### src/rtl/mmio_uart_tx.sv
// Memory-mapped console/exit device: stores to TXDATA feed an 8N1 UART transmitter through a TX FIFO.
// Define MMIO_UART_PARITY_EN to insert an even-parity bit before the stop bit.
module mmio_uart_tx #(
    parameter logic [31:0] BASE_ADDR    = 32'hFFFF_0000,
    parameter int unsigned FIFO_DEPTH   = 8,
    parameter int unsigned CLKS_PER_BIT = 16
) (
    input  logic        clk,
    input  logic        reset,
    input  logic [31:0] addr_read,
    output logic [31:0] read_data,
    output logic        hit_read,
    input  logic        write_en,
    input  logic [3:0]  write_width,
    input  logic [31:0] addr_write,
    input  logic [31:0] write_data,
    output logic        hit_write,
    output logic        tx,
    output logic        exit_req,
    output logic [7:0]  exit_code
);

    localparam int unsigned PTR_W = (FIFO_DEPTH > 1) ? $clog2(FIFO_DEPTH) : 1;
    localparam int unsigned CNT_W = PTR_W + 1;
    localparam int unsigned TMR_W = (CLKS_PER_BIT > 1) ? $clog2(CLKS_PER_BIT) : 1;
    localparam logic [TMR_W-1:0] TMR_LAST = TMR_W'(CLKS_PER_BIT - 1);
`ifdef MMIO_UART_PARITY_EN
    localparam logic PARITY_FLAG = 1'b1;
`else
    localparam logic PARITY_FLAG = 1'b0;
`endif

    typedef enum logic [2:0] {
        ST_IDLE,
        ST_START,
        ST_DATA,
`ifdef MMIO_UART_PARITY_EN
        ST_PARITY,
`endif
        ST_STOP
    } state_t;

    // Window decode; unaligned offsets hit but are inert
    logic wr_aligned, push_req, status_wr, exit_wr;
    assign hit_read   = (addr_read[31:4] == BASE_ADDR[31:4]);
    assign hit_write  = write_en && (addr_write[31:4] == BASE_ADDR[31:4]);
    assign wr_aligned = hit_write && (addr_write[1:0] == 2'b00);
    assign push_req   = wr_aligned && (addr_write[3:2] == 2'd0);
    assign status_wr  = wr_aligned && (addr_write[3:2] == 2'd1);
    assign exit_wr    = wr_aligned && (addr_write[3:2] == 2'd3);

    logic unused_bits;
    assign unused_bits = ^{write_width, write_data[31:8]};

    logic [7:0]       fifo_mem [FIFO_DEPTH];
    logic [PTR_W-1:0] wr_ptr, rd_ptr;
    logic [CNT_W-1:0] count;
    logic             fifo_full, fifo_empty, pop_c, push_ok;
    logic             overflow;
    logic [31:0]      cycle_cnt;

    assign fifo_full  = (count == CNT_W'(FIFO_DEPTH));
    assign fifo_empty = (count == '0);
    // A full FIFO still takes the byte when the transmitter pops on the same edge
    assign push_ok    = push_req && (!fifo_full || pop_c);

    always_ff @(posedge clk) begin
        if (reset) begin
            wr_ptr <= '0;
            rd_ptr <= '0;
            count  <= '0;
        end else begin
            if (push_ok) wr_ptr <= wr_ptr + PTR_W'(1);
            if (pop_c)   rd_ptr <= rd_ptr + PTR_W'(1);
            case ({push_ok, pop_c})
                2'b10:   count <= count + CNT_W'(1);
                2'b01:   count <= count - CNT_W'(1);
                default: count <= count;
            endcase
        end
    end

    always_ff @(posedge clk) begin
        if (push_ok) fifo_mem[wr_ptr] <= write_data[7:0];
    end

    // Status, cycle counter and exit registers
    always_ff @(posedge clk) begin
        if (reset) begin
            overflow  <= 1'b0;
            cycle_cnt <= '0;
            exit_req  <= 1'b0;
            exit_code <= '0;
        end else begin
            cycle_cnt <= cycle_cnt + 32'd1;
            if (push_req && !push_ok)         overflow <= 1'b1;
            else if (status_wr && write_data[3]) overflow <= 1'b0;
            if (exit_wr) begin
                exit_req  <= 1'b1;
                exit_code <= write_data[7:0];
            end
        end
    end

    state_t           state_q, state_d;
    logic [TMR_W-1:0] timer_q, timer_d;
    logic [2:0]       idx_q, idx_d;
    logic [7:0]       shift_q, shift_d;
    logic             tx_d, bit_done;

    always_ff @(posedge clk) begin
        if (reset) begin
            state_q <= ST_IDLE;
            timer_q <= '0;
            idx_q   <= '0;
            shift_q <= '0;
            tx      <= 1'b1;
        end else begin
            state_q <= state_d;
            timer_q <= timer_d;
            idx_q   <= idx_d;
            shift_q <= shift_d;
            tx      <= tx_d;
        end
    end

    // Transmit sequencing: tx is registered, so each branch sets the level of the next bit
    always_comb begin
        state_d  = state_q;
        timer_d  = timer_q;
        idx_d    = idx_q;
        shift_d  = shift_q;
        tx_d     = tx;
        pop_c    = 1'b0;
        bit_done = (timer_q == TMR_LAST);
        if (state_q != ST_IDLE) timer_d = bit_done ? '0 : timer_q + TMR_W'(1);
        case (state_q)
            ST_IDLE: begin
                if (!fifo_empty) begin
                    pop_c   = 1'b1;
                    shift_d = fifo_mem[rd_ptr];
                    state_d = ST_START;
                    timer_d = '0;
                    tx_d    = 1'b0;
                end
            end
            ST_START: begin
                if (bit_done) begin
                    state_d = ST_DATA;
                    idx_d   = '0;
                    tx_d    = shift_q[0];
                end
            end
            ST_DATA: begin
                if (bit_done) begin
                    if (idx_q == 3'd7) begin
`ifdef MMIO_UART_PARITY_EN
                        state_d = ST_PARITY;
                        tx_d    = ^shift_q;
`else
                        state_d = ST_STOP;
                        tx_d    = 1'b1;
`endif
                    end else begin
                        idx_d = idx_q + 3'd1;
                        tx_d  = shift_q[idx_q + 3'd1];
                    end
                end
            end
`ifdef MMIO_UART_PARITY_EN
            ST_PARITY: begin
                if (bit_done) begin
                    state_d = ST_STOP;
                    tx_d    = 1'b1;
                end
            end
`endif
            ST_STOP: begin
                if (bit_done) begin
                    if (!fifo_empty) begin
                        pop_c   = 1'b1;
                        shift_d = fifo_mem[rd_ptr];
                        state_d = ST_START;
                        tx_d    = 1'b0;
                    end else begin
                        state_d = ST_IDLE;
                        tx_d    = 1'b1;
                    end
                end
            end
            default: begin
                state_d = ST_IDLE;
                tx_d    = 1'b1;
            end
        endcase
    end

    // Combinational read port, reflects pre-edge state
    always_comb begin
        read_data = '0;
        if (hit_read && (addr_read[1:0] == 2'b00)) begin
            case (addr_read[3:2])
                2'd1:    read_data = {27'b0, PARITY_FLAG, overflow, fifo_empty, fifo_full,
                                      (state_q != ST_IDLE)};
                2'd2:    read_data = cycle_cnt;
                2'd3:    read_data = {23'b0, exit_req, exit_code};
                default: read_data = '0;
            endcase
        end
    end

endmodule

### config.mk
export PLATFORM = sky130hd
export DESIGN_NAME = mmio_uart_tx
export DESIGN_NICKNAME = d
export VERILOG_FILES = /design/src/rtl/mmio_uart_tx.sv
export SDC_FILE = /design/constraint.sdc
export NUM_CORES = 1
export LEC_CHECK = 0
export CORE_MARGIN = 8
export CORE_UTILIZATION = 54
export DETAILED_ROUTE_END_ITERATION = 7
export PLACE_DENSITY = 0.92
export SETUP_SLACK_MARGIN = 0.2
export SLEW_MARGIN = 20
export SYNTH_ARGS = -nofsm -noshare
export SYNTH_HDL_FRONTEND = slang
export SYNTH_SLANG_ARGS = --single-unit
### constraint.sdc
create_clock -name clk -period 7.4 [get_ports clk]
set_input_delay 1.48 -clock clk [delete_from_list [all_inputs] [get_ports clk]]
set_output_delay 1.48 -clock clk [all_outputs]
set_load 0.03 [all_outputs]
# After elaboration in Yosys (flattened, before gate mapping)
# Memories as Yosys holds them, arrays and structs flattened. A register that Yosys moved wholly into a read port is not among the register bits.
# Cells that the tools add are included.
dict set report op_classes {
  div_mod_pow 0
  eq_ne 21
  bitwise_logic 0
  n_addsub 7
  muxes 39
  reduce_logical 26
  n_shift 0
  n_lt_le_gt_ge 1
  n_mul 0
}
# operator count
set op_table {}
lappend op_table {{32-bit one-hot mux with 3 select lines} 1}
lappend op_table {{28-bit equality test, second input constant} 2}
lappend op_table {{32-bit by 1-bit adder with 32-bit output, second input constant} 1}
lappend op_table {{32-bit two-way mux} 1}
lappend op_table {{3-bit two-way mux} 10}
lappend op_table {{4-bit two-way mux} 4}
lappend op_table {{8-bit two-way mux} 2}
lappend op_table {{8-bit one-hot mux with 2 select lines} 1}
lappend op_table {{1-bit two-way mux} 14}
lappend op_table {{2-bit inequality test, second input constant} 6}
lappend op_table {{3-bit one-hot mux with 4 select lines} 1}
lappend op_table {{3-bit by 1-bit adder with 3-bit output, second input constant} 3}
lappend op_table {{1-bit logical AND} 9}
lappend op_table {{4-bit by 1-bit adder with 4-bit output, second input constant} 2}
lappend op_table {{2-bit equality test, second input constant} 4}
lappend op_table {{4-bit equality test, second input constant} 2}
lappend op_table {{4-bit one-hot mux with 2 select lines} 1}
lappend op_table {{4-bit AND reduction} 2}
lappend op_table {{2-bit nonzero test} 4}
lappend op_table {{2-bit by 1-bit equality test with 1-bit output, second input constant} 3}
lappend op_table {{3-bit by 2-bit equality test with 1-bit output, second input constant} 2}
lappend op_table {{2-bit logical NOT} 3}
lappend op_table {{3-bit one-hot mux with 2 select lines} 1}
lappend op_table {{5-bit AND reduction} 1}
lappend op_table {{13 further kinds} 14}
dict set report totals {
  inputBits 103
  latch_bits 0
  rom_bits 0
  output_inout_bits 44
  register_bits 71
  memories 1
  ramBits 64
  wordCells 107
}
# name words word_bits rd rd_clocked_by_memory_dff write_ports line_no
set mem_list {}
lappend mem_list {fifo_mem 8 8 1 1 1 55} ;# logic [7:0] fifo_mem [FIFO_DEPTH];

# Logic depth before layout (Yosys ltp)
dict set report depth {
  depth_word 9
  depth_mapped 11
  ltp_nobuf 11
}

# Worst setup path before layout
# OpenSTA, ideal clock, no wires.
dict set report synth_path {
  path_type {input to output}
  startpoint {in addr_read[6]}
  endpoint {out read_data[20]}
  n_path_buf 1
  stages 6
  path_slack_ps 2194
  required_ps 5920
  t_arrival_ps 3726
  path_cell_list {nor4_1 nand4_1 or4_1 or3_1 buf_6 nor4_1}
}
dict set report synth_via {
  elab_chain_len 3
}
# item line_no
set synth_rtl {}
lappend synth_rtl {{start, declared} 10} ;# input logic [31:0] addr_read,
lappend synth_rtl {{28-bit equality test} 45} ;# assign hit_read = (addr_read[31:4] == BASE_ADDR[31:4]);
lappend synth_rtl {{1-bit logical AND} 201} ;# if (hit_read && (addr_read[1:0] == 2'b00)) begin
lappend synth_rtl {{32-bit two-way mux} 201}
lappend synth_rtl {{end, declared} 11} ;# output logic [31:0] read_data,
# No other way between the ends.

# Final worst setup path
dict set report layout_path {
  startpoint {in addr_read[6]}
  endpoint {out read_data[30]}
}
# The elaborated chain is that of the path after synthesis.

==> results.txt <==
initial core utilization - 54.6%
wire per inst - 18.0 µm
Buf/Inv on CP - 2
share of cells above drive strength 1 - 9.57%
ys async rst share - 0%
Worst Max-Slew Pin Slew - 0.990 ns
overall die height - 123 µm
CTS clk-pin slew, worst paths - 0.05 ns
Port Buf Inserts - 118
gpl congestion - 0.866
DRC violation count after routing - 0
crit-path max cell delay - 0.68 ns
grt total ovfl - 0
first-iteration detailed-routing DRC count - 377
mean post-synth cell area - 11.3 µm²
Worst-Skew Late Latency - 0.42 ns
top_reg_cell synth - dfxtp_1
die area - 15,100 µm²
CP Max Fanout - 22
DP Area - 7460 µm²
Fill cells - 762
sequential-to-total area share from yosys stat - 54.7%
Slowest-stage cell, CP - clkdlybuf4s50_1
Net Count, Synth - 665
Post-synth EDFFs - 64
Max-slew headroom - 33.5%
Post-DP HPWL - 10,500 µm
Core Region - 11,300 µm²
Peak supply drop - 0.219 mV
IO Pins - 147
root buf cell - clkbuf_16
DRT Pass-1 Iters - 5
Synth top area share - 31.1%
P per Cell Area - 248 nW/µm²
Routed WL - 14,800 µm
DIE WIDTH - 123 µm
fin area - 8050 µm²
synthesized cell area - 6180 µm²
CTS resizes - 0
worst path arrival time - 4.75 ns
Synth area leader - edfxtp_1
CTS Sinks - 137
Crit path top cell by count - clkdlybuf4s50_1
Area growth, synth to finish - 30.2%
skew final - 0.00758 ns
P_leak - 2.73 nW
crit path launch type - input pin
register-to-register setup slack - 4.21 ns
CTS Hold Buffers Added - 0
max frequency - 161 MHz
vias per cell - 5.70
synth top area cells - edfxtp_1 31%, dfxtp_1 24%, mux4_2 6.6%, nor2_1 5.1%, mux2i_1 3.7%
antenna fix cells - 0
unrepaired setup endpoints after global routing - no
FP Rows - 39
initial antenna violation count - 0
final-report max-slew violation count - 0
YS warnings - 0
total of max-cap violations - 0
via count - 4,689
pin count of the biggest net entering global routing - 74
Global Route Usage Sum - 20.0%
Setup CP Type - in -> out
vias in the first global route - 4,815
period utilisation layout - 84.1%
Setup TNS - 0 ns
outcome - complete, no violations
endpoints failing setup - 0
CTS Buf Count - 17
# nets final - 782
Final ANT Viol Nets - 0
synthesis-stage register bit count - 137
CTS tree - done
Setup crit end kind - output port
synthesized instance count - 549
htree depth - 4
Netlist cell types - 54
Critical Path, Cell by Cell - clkdlybuf4s50_1, nor4_1, nand4_1, or4_1, or3_1, nor3_4, and2_1, clkdlybuf4s50_1
CTS Buffer Depth - 2
CP delay by family, top - simple AND/OR/NAND/NOR gates
Final Hold Viols - 0
first-pass GRT wire length - 23,500 µm
Tightest Hold Check Type - reg -> reg
CP required - 5.92 ns
Post-CTS Setup Repair Bufs - 0
Tmin final - 6.23 ns
registers in the layout (all words and copies together) (netlist names), named ones only:
register / flops
tx: 1
fifo_mem: 64
overflow: 1
idx_q: 3
exit_code: 8
count: 4
cycle_cnt: 32
rd_ptr: 3
wr_ptr: 3
exit_req: 1
shift_q: 8
timer_q: 4
state_q: 2
layout make-up:
cell class / instances / area, µm² / area share (%)
sequential: 137 / 3380 / 42.0
multi-input combinational: 376 / 2670 / 33.2
inverter: 13 / 48.8 / 0.606
tap: 143 / 179 / 2.22
clock buffer: 21 / 482 / 5.98
timing repair buffer: 121 / 1200 / 14.9
clock inverter: 11 / 85.1 / 1.06
report_power, final:
group	leakage, nW	switching [mW]	internal [mW]
clock	0.260	0.326	0.469
sequential	1.17	0.0304	0.820
combinational	1.31	0.192	0.158
metal layers:
layer  vias to the layer above  part of all wire, %  track usage, %
li1                       2225                    -               -
met1                      2278                   38            21.9
met2                       152                   54            36.2
met3                        34                  5.9            4.93
met4                         0                  2.4            8.73
met5                         -                    0               0
cells by family (layout without fill, tap and decap cells):
group / after synthesis / count (layout) / share of synthesized area, %
AOI/OAI and AO/OA: 48 / 48 / 5.14
and+or+nand+nor: 237 / 237 / 19.2
buffers and inverters: 36 / 166 / 2.59
xor gates and xnor gates: 36 / 36 / 5.10
muxes: 42 / 42 / 10.5
adders and majority gates: 13 / 13 / 2.75
DFF: 137 / 137 / 54.7
cells in the final DEF (no fill, tap or decap), drive strengths merged, types with 17 or more instances in the layout:
cell type | synthesis | layout
clkdlybuf4s50 | 0 | 117
nor2 | 84 | 84
dfxtp | 73 | 73
edfxtp | 64 | 64
nand2 | 41 | 41
and2 | 23 | 23
mux2i | 23 | 23
clkbuf | 16 | 21
xnor2 | 19 | 19
mux4 | 18 | 18
xor2 | 17 | 17
inv | 13 | 17
through the flow:
| stage | cells | hold WS (ns) | util, % | total power, mW | worst slack (ns) |
|---|---|---|---|---|---|
| after floorplan | 549 | 0.436 | - | 1.10 | 2.19 |
| after global placement | 790 | 0.445 | 65.9 | 1.19 | 1.25 |
| after detailed placement | 790 | 0.471 | 65.9 | 1.21 | 1.15 |
| after CTS | 822 | 0.479 | 70.9 | 2.00 | 1.15 |
| after global routing | 822 | 0.509 | 71.1 | 2.09 | 0.943 |
| final | 822 | 0.479 | 71.1 | 2.00 | 1.17 |
tightest hold or removal path: stages (launching register included):
cell and delay, ns:
dfxtp_1 0.32, nand2_1 0.06, a21oi_1 0.06
cells in the mapped netlist, types with 2 or more instances:
| cell type | count |
|---|---|
| ha_1 | 12 |
| nand4_1 | 15 |
| nor4_1 | 12 |
| or3_1 | 2 |
| a22oi_1 | 6 |
| inv_2 | 2 |
| nor2_1 | 84 |
| buf_2 | 2 |
| buf_1 | 2 |
| xnor2_1 | 19 |
| nor2b_1 | 5 |
| or4_1 | 2 |
| buf_6 | 3 |
| inv_1 | 11 |
| o21ai_0 | 8 |
| mux2i_1 | 23 |
| a211oi_1 | 9 |
| edfxtp_1 | 64 |
| xor2_1 | 17 |
| nor3_1 | 14 |
| nand2_1 | 41 |
| and2_1 | 23 |
| or2_1 | 3 |
| and4_1 | 3 |
| nor4b_1 | 2 |
| clkbuf_1 | 16 |
| a21oi_1 | 12 |
| nand3_1 | 12 |
| mux4_2 | 18 |
| and3_1 | 8 |
| o21ai_1 | 2 |
| nand2b_1 | 3 |
| dfxtp_1 | 73 |
worst paths after layout:
check,cells after the start,end,start
worst max-delay path,8,read_data[30],addr_read[6]
worst min-delay path,2,idx_q[2],idx_q[2]
worst max register to register,7,fifo_mem[0][5],state_q[0]
worst min register to register,2,idx_q[2],idx_q[2]
Note: power is estimated with default switching activity, not from simulation.
